===== config.mk =====
export PLATFORM = sky130hd
export DESIGN_NAME = alu_ctrl_mc_flat
export DESIGN_NICKNAME = d
export VERILOG_FILES = /design/src/rtl/alu_ctrl_pkg.sv /design/src/rtl/alu_ctrl_mc_if.sv /design/src/rtl/alu_ctrl_decode.sv /design/src/rtl/alu_ctrl_mc.sv /design/src/flat_wrapper.sv
export SDC_FILE = /design/constraint.sdc
export NUM_CORES = 1
export LEC_CHECK = 0
export ABC_AREA = 1
export CAP_MARGIN = 20
export CORE_MARGIN = 3
export CORE_UTILIZATION = 35
export DETAILED_ROUTE_END_ITERATION = 10
export GPL_ROUTABILITY_DRIVEN = 0
export GPL_TIMING_DRIVEN = 0
export PLACE_DENSITY_LB_ADDON = 0.1
export SYNTH_ARGS = -nofsm -noshare
export SYNTH_HDL_FRONTEND = slang
export SYNTH_SLANG_ARGS = --single-unit

===== constraint.sdc =====
create_clock -name clk_i -period 1.2 [get_ports clk_i]
set_input_delay 0.24 -clock clk_i [delete_from_list [all_inputs] [get_ports clk_i]]
set_output_delay 0.24 -clock clk_i [all_outputs]
set_load 0.01 [all_outputs]

===== src/rtl/alu_ctrl_pkg.sv =====
// rtl/alu_ctrl_pkg.sv - ALU control codes, decode constants and FSM types
// Shared by alu_ctrl_decode and alu_ctrl_mc.
package alu_ctrl_pkg;

    localparam logic [3:0] ALU_AND     = 4'b0000;
    localparam logic [3:0] ALU_OR      = 4'b0001;
    localparam logic [3:0] ALU_ADD     = 4'b0010;
    localparam logic [3:0] ALU_XOR     = 4'b0011;
    localparam logic [3:0] ALU_SLL     = 4'b0100;
    localparam logic [3:0] ALU_SRL     = 4'b0101;
    localparam logic [3:0] ALU_SUB     = 4'b0110;
    localparam logic [3:0] ALU_MUL     = 4'b0111;
    localparam logic [3:0] ALU_SRA     = 4'b1000;
    localparam logic [3:0] ALU_SLT     = 4'b1001;
    localparam logic [3:0] ALU_SLTU    = 4'b1010;
    localparam logic [3:0] ALU_DIV     = 4'b1011;
    localparam logic [3:0] ALU_REM     = 4'b1100;
    localparam logic [3:0] ALU_DIVU    = 4'b1101;
    localparam logic [3:0] ALU_REMU    = 4'b1110;
    localparam logic [3:0] ALU_ILLEGAL = 4'b1111;

    localparam logic [1:0] ALUOP_MEM    = 2'b00;
    localparam logic [1:0] ALUOP_BRANCH = 2'b01;
    localparam logic [1:0] ALUOP_R      = 2'b10;
    localparam logic [1:0] ALUOP_I      = 2'b11;

    localparam logic [6:0] F7_BASE   = 7'b0000000;
    localparam logic [6:0] F7_ALT    = 7'b0100000;
    localparam logic [6:0] F7_MULDIV = 7'b0000001;

    localparam logic [2:0] F3_ADD  = 3'b000;
    localparam logic [2:0] F3_SLL  = 3'b001;
    localparam logic [2:0] F3_SLT  = 3'b010;
    localparam logic [2:0] F3_SLTU = 3'b011;
    localparam logic [2:0] F3_XOR  = 3'b100;
    localparam logic [2:0] F3_SR   = 3'b101;
    localparam logic [2:0] F3_OR   = 3'b110;
    localparam logic [2:0] F3_AND  = 3'b111;

    localparam int CNT_W = $clog2(256);

    typedef enum logic [1:0] {
        ST_IDLE = 2'd0,
        ST_BUSY = 2'd1,
        ST_DONE = 2'd2
    } state_t;

    function automatic logic is_multi(input logic [3:0] code);
        return (code == ALU_MUL) || (code == ALU_DIV) || (code == ALU_DIVU) ||
               (code == ALU_REM) || (code == ALU_REMU);
    endfunction

endpackage


===== src/rtl/alu_ctrl_mc_if.sv =====
// rtl/alu_ctrl_mc_if.sv - request/response bundle between ID/EX and the ALU control sequencer
interface alu_ctrl_mc_if #(parameter int CTRL_W = 4);
    logic              flush_i;
    logic              valid_i;
    logic              ready_o;
    logic [31:0]       inst_i;
    logic [1:0]        ALUOp_i;
    logic [CTRL_W-1:0] ALUCtrl_o;
    logic              valid_o;
    logic              out_ready_i;
    logic              busy_o;
    logic              illegal_o;

    modport master (
        output flush_i, valid_i, inst_i, ALUOp_i, out_ready_i,
        input  ready_o, ALUCtrl_o, valid_o, busy_o, illegal_o
    );

    modport slave (
        input  flush_i, valid_i, inst_i, ALUOp_i, out_ready_i,
        output ready_o, ALUCtrl_o, valid_o, busy_o, illegal_o
    );
endinterface


===== src/rtl/alu_ctrl_decode.sv =====
// rtl/alu_ctrl_decode.sv - combinational ALUOp/funct3/funct7 decode to ALU control code
// MUL/DIV decode is present only when ALU_CTRL_MDU_EN is defined.
module alu_ctrl_decode
    import alu_ctrl_pkg::*;
(
    input  logic [1:0] alu_op,
    input  logic [2:0] funct3,
    input  logic [6:0] funct7,
    output logic [3:0] code,
    output logic       illegal,
    output logic       multi
);

    function automatic logic [3:0] base_code(input logic [2:0] f3);
        case (f3)
            F3_ADD:  return ALU_ADD;
            F3_SLL:  return ALU_SLL;
            F3_SLT:  return ALU_SLT;
            F3_SLTU: return ALU_SLTU;
            F3_XOR:  return ALU_XOR;
            F3_SR:   return ALU_SRL;
            F3_OR:   return ALU_OR;
            default: return ALU_AND;
        endcase
    endfunction

    always_comb begin
        code = ALU_ILLEGAL;
        case (alu_op)
            ALUOP_MEM:    code = ALU_ADD;
            ALUOP_BRANCH: code = ALU_SUB;
            ALUOP_R: begin
                case (funct7)
                    F7_BASE: code = base_code(funct3);
                    F7_ALT: begin
                        if (funct3 == F3_ADD)     code = ALU_SUB;
                        else if (funct3 == F3_SR) code = ALU_SRA;
                    end
`ifdef ALU_CTRL_MDU_EN
                    F7_MULDIV: begin
                        case (funct3)
                            3'b000:  code = ALU_MUL;
                            3'b100:  code = ALU_DIV;
                            3'b101:  code = ALU_DIVU;
                            3'b110:  code = ALU_REM;
                            3'b111:  code = ALU_REMU;
                            default: code = ALU_ILLEGAL;
                        endcase
                    end
`endif
                    default: code = ALU_ILLEGAL;
                endcase
            end
            default: begin
                // Immediates carry no funct7; only the shift forms reuse those bits.
                code = base_code(funct3);
                if (funct3 == F3_SR && funct7[5])
                    code = ALU_SRA;
                if (funct3 == F3_SLL && funct7 != F7_BASE)
                    code = ALU_ILLEGAL;
            end
        endcase
    end

    assign illegal = (code == ALU_ILLEGAL);
    assign multi   = is_multi(code);

endmodule


===== src/rtl/alu_ctrl_mc.sv =====
// rtl/alu_ctrl_mc.sv - registered ALU control decode with multi-cycle MUL/DIV sequencing
// Optional MUL/DIV support is enabled by defining ALU_CTRL_MDU_EN.
module alu_ctrl_mc
    import alu_ctrl_pkg::*;
#(
    parameter int CTRL_W  = 4,
    parameter int MUL_LAT = 3,
    parameter int DIV_LAT = 32
) (
    input  logic          clk_i,
    input  logic          rst_i,
    alu_ctrl_mc_if.slave  bus
);

    localparam logic [CNT_W-1:0] MUL_M1 = CNT_W'(MUL_LAT - 1);
    localparam logic [CNT_W-1:0] DIV_M1 = CNT_W'(DIV_LAT - 1);

    state_t           state, state_nxt;
    logic [CNT_W-1:0] cnt, cnt_nxt;
    logic [3:0]       code_q, code_nxt;
    logic             ill_q, ill_nxt;
    logic [3:0]       dec_code;
    logic             dec_ill, dec_multi;
    logic [CNT_W-1:0] load_m1;
    logic             take;
    logic             ready_int;
    logic             unused_inst;

    assign unused_inst = ^{bus.inst_i[24:15], bus.inst_i[11:0]};

    alu_ctrl_decode u_decode (
        .alu_op  (bus.ALUOp_i),
        .funct3  (bus.inst_i[14:12]),
        .funct7  (bus.inst_i[31:25]),
        .code    (dec_code),
        .illegal (dec_ill),
        .multi   (dec_multi)
    );

    assign load_m1 = (dec_code == ALU_MUL) ? MUL_M1 : DIV_M1;

    always_comb begin
        state_nxt = state;
        cnt_nxt   = cnt;
        code_nxt  = code_q;
        ill_nxt   = ill_q;
        take      = 1'b0;
        ready_int = 1'b0;
        case (state)
            ST_IDLE: begin
                ready_int = 1'b1;
                take      = bus.valid_i;
            end
            ST_BUSY: begin
                // BUSY lasts LAT-1 cycles so valid_o is seen LAT edges after acceptance.
                cnt_nxt = cnt - 1'b1;
                if (cnt == CNT_W'(1))
                    state_nxt = ST_DONE;
            end
            ST_DONE: begin
                ready_int = bus.out_ready_i;
                if (bus.out_ready_i) begin
                    if (bus.valid_i) take = 1'b1;
                    else             state_nxt = ST_IDLE;
                end
            end
            default: state_nxt = ST_IDLE;
        endcase

        if (take) begin
            code_nxt = dec_code;
            ill_nxt  = dec_ill;
            if (dec_multi && load_m1 != '0) begin
                state_nxt = ST_BUSY;
                cnt_nxt   = load_m1;
            end else begin
                state_nxt = ST_DONE;
                cnt_nxt   = '0;
            end
        end

        if (bus.flush_i) begin
            state_nxt = ST_IDLE;
            cnt_nxt   = '0;
            code_nxt  = code_q;
            ill_nxt   = ill_q;
        end
    end

    always_ff @(posedge clk_i or negedge rst_i) begin
        if (!rst_i) begin
            state  <= ST_IDLE;
            cnt    <= '0;
            code_q <= '0;
            ill_q  <= 1'b0;
        end else begin
            state  <= state_nxt;
            cnt    <= cnt_nxt;
            code_q <= code_nxt;
            ill_q  <= ill_nxt;
        end
    end

    // ready_o is held low while reset is applied so every output reads zero.
    assign bus.ready_o   = rst_i && ready_int;
    assign bus.valid_o   = (state == ST_DONE);
    assign bus.ALUCtrl_o = CTRL_W'(code_q);
    assign bus.illegal_o = ill_q && (state == ST_DONE);
`ifdef ALU_CTRL_MDU_EN
    assign bus.busy_o    = (state == ST_BUSY);
`else
    assign bus.busy_o    = 1'b0;
`endif

endmodule

===== src/flat_wrapper.sv =====
// flat-port wrapper written by rule: the top's interface ports become plain ports
module alu_ctrl_mc_flat import alu_ctrl_pkg::*;
#(
    parameter int CTRL_W  = 4,
    parameter int MUL_LAT = 3,
    parameter int DIV_LAT = 32
)
  (clk_i, rst_i, bus_flush_i, bus_valid_i, bus_inst_i, bus_ALUOp_i, bus_out_ready_i, bus_ready_o, bus_ALUCtrl_o, bus_valid_o, bus_busy_o, bus_illegal_o);
  alu_ctrl_mc_if #(.CTRL_W(CTRL_W)) bus_i ();
  input  logic clk_i;
  input  logic rst_i;
  input wire logic [$bits(bus_i.flush_i)-1:0] bus_flush_i;
  input wire logic [$bits(bus_i.valid_i)-1:0] bus_valid_i;
  input wire logic [$bits(bus_i.inst_i)-1:0] bus_inst_i;
  input wire logic [$bits(bus_i.ALUOp_i)-1:0] bus_ALUOp_i;
  input wire logic [$bits(bus_i.out_ready_i)-1:0] bus_out_ready_i;
  output wire logic [$bits(bus_i.ready_o)-1:0] bus_ready_o;
  output wire logic [$bits(bus_i.ALUCtrl_o)-1:0] bus_ALUCtrl_o;
  output wire logic [$bits(bus_i.valid_o)-1:0] bus_valid_o;
  output wire logic [$bits(bus_i.busy_o)-1:0] bus_busy_o;
  output wire logic [$bits(bus_i.illegal_o)-1:0] bus_illegal_o;
  assign bus_i.flush_i = bus_flush_i;
  assign bus_i.valid_i = bus_valid_i;
  assign bus_i.inst_i = bus_inst_i;
  assign bus_i.ALUOp_i = bus_ALUOp_i;
  assign bus_i.out_ready_i = bus_out_ready_i;
  assign bus_ready_o = bus_i.ready_o;
  assign bus_ALUCtrl_o = bus_i.ALUCtrl_o;
  assign bus_valid_o = bus_i.valid_o;
  assign bus_busy_o = bus_i.busy_o;
  assign bus_illegal_o = bus_i.illegal_o;
  alu_ctrl_mc #(.CTRL_W(CTRL_W), .MUL_LAT(MUL_LAT), .DIV_LAT(DIV_LAT)) u_core (.clk_i(clk_i), .rst_i(rst_i), .bus(bus_i));
endmodule

==> metrics.txt <==
Arr. time, crit path 1.57 ns; Seq/Total Area, Yosys 37.5%; fin crit share 113%; Worst Slack Setup Final -0.158 ns; Die Area 3530 um^2; nature of the critical path startpoint register; Clock Sinks 15; Starting Density 38.6%; maximum vdd drop 0.610 mV; Die Ht 59.4 um; number of library cell types mapped by synthesis 23; die width 59.4 um; Hold Slack -0.0300 ns; Final Max Tran Viols 0; placed cell count 199; P&R area growth vs syn 60.5%; initial drt markers 26; CTS root buffer clkbuf_4; DRC viols 0; Final Critical Period 1.36 ns; Max Cap Viol 0; status finished, violations left; layout cell share with drive strength beyond 1 37.1%; Nets 236; final setup vio count 18; Fin. Hold Viols 15; site row count 18; syn avg cell area 6.85 um^2; GRT Util Overall 16.2%; fillers 233; GRT overflow 0; CTS buffer count 3; Vias/cell 4.92; ant diodes 0; total number of vias 1102; I/O pins 47; overall power 1.24 mW; DRT antenna net count 0; H-Tree Depth 1; Yosys reg bits 15; Post-Syn Nets 187; CTS tree yes; multi-input gate area in the final layout 664 um^2; Cells after Synth 146; clk_lat worst skew 0.28 ns; CTS max path bufs 2; antenna violations before repair 0; Max Freq 0.736 GHz; Synth Cell Area 1000 um^2; routed wire length 2.73 mm; crit end category register; DRT Pass-1 Iters 4; Worst Skew 0.00331 ns; first-pass GRT wire length 4.42 mm; failing checks negative hold slack, negative setup slack; # port buffers 23; Finished Cell Area 1600 um^2; Required @ worst endpoint 1.41 ns; PwrDens 773 nW/um^2; worst-path fanout max 5; number of global-route vias before repair 1035; DP Area 1270 um^2; synth warn 0; Non-Filler Instances 224; largest net degree at the start of global routing 17; CTS clk-pin slew, worst paths 0.09 ns; leakage power 0.814 nW; core box area 2590 um^2; routed length per instance 12.2 um; Crit Path Class register to register; Hold/Removal Path Class primary input to asynchronous set/reset pin; RSZ-0062 raised after global routing true; register area 375 um^2; Post-DP HPWL 1.79 mm
synth_stat cells (all sizes together):
cell    instances  area (um^2)
nand2          41          156
inv            23         86.3
nor2           19         81.3
dfrtp          15          375
nand3          12         60.1
o21ai          10         50.0
o22ai           8         50.1
xor2            4         35.0
a21oi           3         15.0
buf             2         18.8
ha              2         25.0
o211ai          2         15.0
and3            1         7.51
conb            1         3.75
nor3            1         5.00
or2             1         6.26
xnor2           1         8.76
registers in the layout (all words and copies together) (netlist names):
name,flops
u_core.state,2
u_core.ill_q,1
u_core.bus.ALUCtrl_o,4
u_core.cnt,8
final timing paths:
path,cells past startpoint,from,slack (ns),endpoint
setup / recovery,8,u_core.state[1],-0.16,u_core.cnt[7]
hold / removal,1,rst_i,-0.03,u_core.cnt[4]
setup reg to reg,8,u_core.state[1],-0.16,u_core.cnt[7]
hold reg to reg,2,u_core.bus.ALUCtrl_o[0],0.49,u_core.bus.ALUCtrl_o[0]
max in group asynchronous,1,rst_i,0.93,u_core.state[0]
min in group clk_i,4,bus_out_ready_i,0.38,u_core.state[0]
cell type report:
| type | count | share of cell area (%) |
|---|---|---|
| clock buffer | 4 | 1.64 |
| tap | 30 | 2.34 |
| inverter | 23 | 5.54 |
| buffer | 2 | 1.17 |
| timing repair buffer | 44 | 24.5 |
| sequential | 15 | 23.4 |
| multi-input combinational | 106 | 41.4 |
cell usage in the layout, fill, tap and decap left out, types with 2 or more instances in the layout:
master and instances:
nor2_4 4, o21ai_0 4, clkdlybuf4s15_1 3, buf_2 2, o21ai_2 3, nand3_1 9
o211ai_1 2, inv_2 8, nor2_1 13, nand2_2 6, clkdlybuf4s50_1 13, buf_4 20
o22ai_2 8, a21oi_2 2, buf_6 3, xor2_1 4, inv_1 14, nand3_2 3
dfrtp_1 15, clkbuf_4 3, nand2_1 35, nor2_2 2, o21ai_1 3
report_power, final:
| part | internal, mW | switching, mW | total [mW] | leakage, nW |
|---|---|---|---|---|
| clock | 0.129 | 0.170 | 0.299 | 0.0150 |
| sequential | 0.536 | 0.0192 | 0.555 | 0.201 |
| combinational | 0.203 | 0.183 | 0.387 | 0.599 |
| total | 0.868 | 0.372 | 1.24 | 0.814 |
logic make-up after synthesis:
logic type               synth area share, %
XOR/XNOR                                4.38
AO/OA/AOI/OAI                           13.0
buffers and inverters                   10.5
flip-flops                              37.5
adder cells (fa/ha/maj)                 2.50
AND/OR/NAND/NOR                         31.7
other                                  0.375
critical path: stages (launching register included):
cell and delay [ns]:
dfrtp_1 0.38, inv_2 0.07, nor2_4 0.13, nor2_4 0.05, inv_2 0.09, nand2_2 0.06, or2_4 0.24, buf_6 0.14
o22ai_2 0.13
per-stage QoR:
stage                     util [%]  setup TNS [ns]  setup WS, ns
final                         61.9           -2.10        -0.158
after global placement        49.2           -7.66         -1.04
after detailed placement      49.2           -8.43         -1.06
after CTS                     57.4           -1.87        -0.153
after floorplan                  -         -0.0820       -0.0308
after global routing          61.9           -3.29        -0.217
routing by layer:
| metal | routed length [um] | global-route usage (%) | part of all wire, % | vias to the layer above |
|---|---|---|---|---|
| li1 | - | - | - | 568 |
| met1 | 1310 | 21.8 | 48 | 503 |
| met2 | 1280 | 26.5 | 47 | 29 |
| met4 | 17 | 4.85 | 0.62 | 0 |
| met3 | 125 | 2.61 | 4.6 | 2 |
| met5 | 0 | 0 | 0 | - |
what timing repair did:
action                                 in CTS  in global routing
cloned                                      1                  0
endpoints found under the hold margin      15                 15
pin swaps                                   9                  6
setup buffers                              11                  9
setup endpoints to repair                  22                 20
resized for setup                          51                 21
No activity file was read; power rests on OpenSTA's default activity.
==> edit 1, RTL diff (same flow settings) <==
`CTRL_W` is set to 4 in 3 places; all go to 6.
--- a/src/rtl/alu_ctrl_mc_if.sv
+++ b/src/rtl/alu_ctrl_mc_if.sv
@@ -1,3 +1,3 @@
 // rtl/alu_ctrl_mc_if.sv - request/response bundle between ID/EX and the ALU control sequencer
-interface alu_ctrl_mc_if #(parameter int CTRL_W = 4);
+interface alu_ctrl_mc_if #(parameter int CTRL_W = 6);
     logic              flush_i;
--- a/src/rtl/alu_ctrl_mc.sv
+++ b/src/rtl/alu_ctrl_mc.sv
@@ -5,3 +5,3 @@
 #(
-    parameter int CTRL_W  = 4,
+    parameter int CTRL_W  = 6,
     parameter int MUL_LAT = 3,
--- a/src/flat_wrapper.sv
+++ b/src/flat_wrapper.sv
@@ -3,3 +3,3 @@
 #(
-    parameter int CTRL_W  = 4,
+    parameter int CTRL_W  = 6,
     parameter int MUL_LAT = 3,
Ports: changed (resized bus_ALUCtrl_o); port bits go from 47 to 49. The function was not compared with the original's and may differ.
==> edit 1 against the original RTL <==
  * The flow finishes with violations (negative setup slack)
  * Synthesized area is 1.5% higher
  * Total power decreased by 1.7%
  * Wire length fell by 6.7%
  * First-iteration DRC count increased by 7.7%
  * Core utilization decreased by 3.0 points
  * Sequential cell count unchanged
  * Via count decreased by 4.0%
  * Design area decreased by 4.1%
  * Setup slack got worse by 8.8 ps
  * Critical path type unchanged
  * Critical endpoint is now u_core.cnt[6]
==> edit 1: results (changes against the original RTL) <==
metric;value;unit;change
outcome;finished with violations;;
violations;negative setup slack;;
clockBufferDepth;2;;unchanged
grt_use_total;16.7;%;+0.44 points
first_global_vias;1035;;unchanged
min_path_type;in2async;;
drive_gt1_share;31.6;%;-5.5 points
critPathMaxFanout;4;;-1
layout.nets;232;;-1.7%
portBuffers;23;;unchanged
diodes;0;;unchanged
numCtsBuffers;3;;unchanged
largest_reg_flops;8;;unchanged
synth_cell_types;23;;unchanged
antenna_found_initial;0;;unchanged
synth.largest_area_cell;dfrtp_1;;
tightest_slew;678;ps;
h-tree-depth;1;;unchanged
seq_area;375;um^2;unchanged
crit_slowest_cell;dfrtp_1;;
n_fill_cell;244;;+4.7%
placedCellCount;203;;+2.0%
leakage;0.796;nW;-2.2%
dp.final_hpwl;1740;um;-2.7%
path_clk_slew;90;ps;about the same
finalSetupViolations;18;;unchanged
synthTopCellsByArea;dfrtp_1 37%, nand2_1 15%, inv_1 7.4%, nor2_1 6.3%, nand3_1 5.9%;;
async_reset_ff_share;100;%;unchanged
ys_seq_area_share;37.0;%;-0.56 points
synth_top_area_share;37.0;%;-0.56 points
syn_avg_cell_area;6.86;um^2;+0.13%
drt_pass1_iterations;4;;unchanged
yosysWarningCount;0;;unchanged
timing.final.ws_setup;-167;ps;-8.81 ps
top_regs;u_core.cnt: 8 flops, u_core.code_q: 4 flops, u_core.state: 2 flops;;
grt_pass1_wl;4490;um;+1.4%
grt_max_degree;16;;-1
drt_wl_total;2550;um;-6.7%
placed_cell_area;1300;um^2;+1.8%
irDropWorstVdd;0.875;mV;+44%
drt_iter0_markers;28;;+7.7%
fin_skew;4.65;ps;+1.34 ps
clk_latency;290;ps;
cp_slowest_stage_delay;410;ps;+30 ps
num_vias;1058;;-4.0%
root_buffer;clkbuf_4;;
stdcell_count;220;;-1.8%
synth_commonest_cells;40 x nand2_1, 20 x inv_1, 17 x nor2_1;;
[edit 1: changes by cell type after synthesis, sizes merged]
cell,change
buf,+2
[edit 1: cells by family (layout without fill, tap and decap cells)]
kind of cell,Yosys count,in the layout,share of synthesized area [%]
and+or+nand+nor,75,75,31.2
buffers and inverters,27,67,11.8
AOI/OAI and AO/OA,23,23,12.8
DFF,15,15,37.0
xor gates and xnor gates,5,5,4.32
adders and majority gates,2,2,2.47
other,1,3,0.370
[edit 1: metrics by stage]
| step | setup TNS, ps | setup slack (ps) |
|---|---|---|
| floorplan | -82.0 | -30.8 |
| CTS | -1670 | -138 |
| global placement | -7500 | -1030 |
| global route | -3680 | -242 |
| finish | -2030 | -167 |
| detailed placement | -7810 | -1010 |
[edit 1: critical path: cells and delay by family, from the launching register on]
family	cells	cell delay, ps
AND/OR/NAND/NOR	2	300
XOR/XNOR	1	170
flip-flops	1	410
adder cells (fa/ha/maj)	1	160
AO/OA/AOI/OAI	1	80
buffers and inverters	1	120
[edit 1: layout make-up]
cell class,count,area share [%]
Clock inverter,1,0.325
Multi-Input combinational cell,108,41.6
Timing Repair Buffer,36,22.0
Tap cell,30,2.44
Sequential cell,15,24.4
Inverter,23,5.61
Clock buffer,3,1.46
Buffer,4,2.20
[edit 1: final timing paths]
kind	from	end	slack [ps]	depth (start not counted)
min	rst_i	u_core.code_q[1]	270	2
max in group asynchronous	rst_i	u_core.cnt[0]	500	2
max reg2reg	u_core.cnt[0]	u_core.cnt[6]	-170	6
max	u_core.cnt[0]	u_core.cnt[6]	-170	6
min reg2reg	u_core.ill_q	u_core.ill_q	500	2
min in group clk_i	bus_out_ready_i	u_core.state[1]	450	4
[edit 1: power breakdown]
part,total [mW],internal (mW),switching (mW),leakage (nW)
registers,0.553,0.535,0.0179,0.201
logic,0.366,0.194,0.172,0.578
clock network,0.299,0.124,0.175,0.0177
[edit 1: routing by layer]
layer	wire, um	GRT usage (%)
met5	0	0
met4	23	3.80
met3	178	4.75
met2	1140	26.7
met1	1200	22.1
[edit 1: repair_timing]
item / in CTS / in global routing
hold endpoints to repair: 15 / 0
pin swaps: 9 / 1
endpoints found under the setup margin: 22 / 34
resized for setup: 57 / 6
hold buffers: 1 / 0
setup buffers: 10 / 1
gates cloned: 1 / 0
==> edit 2, RTL diff (same flow settings) <==
Made on the original files. The 3 states of `state_t` get a one-hot encoding in 3 bits.
--- a/src/rtl/alu_ctrl_pkg.sv
+++ b/src/rtl/alu_ctrl_pkg.sv
@@ -41,6 +41,6 @@
 
-    typedef enum logic [1:0] {
-        ST_IDLE = 2'd0,
-        ST_BUSY = 2'd1,
-        ST_DONE = 2'd2
+    typedef enum logic [2:0] {
+        ST_IDLE = 3'b001,
+        ST_BUSY = 3'b010,
+        ST_DONE = 3'b100
     } state_t;
Behaviour: same outputs for any inputs over 10 cycles, from zero or initial values and one cycle with rst_i low; not proved beyond that.
==> edit 2 against the original RTL <==
  * The flow still finishes with violations (negative hold slack, negative setup slack)
  * Global-route usage shrank 1.2 points
  * Design area grew 1.2%
  * Combinational power grew 60%
  * Synthesized area grew 17%
  * Sequential power grew 17%
  * Setup slack lost 190 ps
  * Sequential share of layout area grew 1.3 points
  * Total power grew 31%
  * Synthesized cell count grew 14%
  * Wire length grew 0.15%
  * Count of clock-buffer cells in the layout is the same
  * Clock skew shrank 0.93 ps
  * Sequential cell count grew 1
==> edit 2: results (changes against the original RTL) <==
metric;value;unit;change
clock_area_share;2.23;%;+0.60 points
n_all_inverters;30;;+30%
multi_input_area;737;um^2;+11%
synth_xor_area_share;0;%;-4.4 points
cts_setup_buffers;7;;-4
cts-resized-gates;40;;-22%
layout.nets;245;;+3.8%
fin_skew;2.38;ps;-0.934 ps
portBuffers;22;;-4.3%
nMultiInputCombCells;120;;+13%
grt_pass1_wl;5000;um;+13%
buf_share;17.3;%;-8.3 points
whs;-38.2;ps;-8.20 ps
n_fill_cell;336;;+44%
timing.final.ws_setup;-352;ps;-194 ps
finalSetupViolations;19;;+1
syn_nets;208;;+11%
outcome;finished with violations;;
violations;negative hold slack, negative setup slack;;
wl_per_cell;11.1;um;-9.2%
setup_tns;-3900;ps;-1800 ps
finalHoldViolCount;15;;unchanged
irDropWorstVdd;0.504;mV;-17%
crit_slowest_cell;dfstp_2;;
pre_cts_ws;-1090;ps;-36.7 ps
-- edit 2: changes by cell type in the layout (fill, tap and decap cells not counted), moves of 3 or more --
cell	change
o21ai_0	+3
buf_4	-11
nor2_1	+6
clkbuf_2	+4
nor2_4	-3
xor2_1	-4
a21oi_1	+4
nand3_4	+4
inv_1	+9
clkdlybuf4s15_1	-3
-- edit 2: worst paths after layout --
check	startpoint	to	slack, ps	depth (start not counted)
min in group clk_i	u_core.bus.ALUCtrl_o[0]	u_core.bus.ALUCtrl_o[0]	490	2
setup reg to reg	u_core.state[0]	u_core.cnt[1]	-250	7
hold reg to reg	u_core.bus.ALUCtrl_o[0]	u_core.bus.ALUCtrl_o[0]	490	2
max in group asynchronous	rst_i	u_core.state[0]	910	1
hold / removal	rst_i	u_core.cnt[6]	-40	1
setup / recovery	u_core.state[0]	bus_ready_o	-350	5
-- edit 2: routing by layer --
layer  share of wire (%)  up-vias
li1                    -      614
met1                  44      560
met2                  52       19
met3                 3.7        2
met4                0.37        0
met5                   0        -
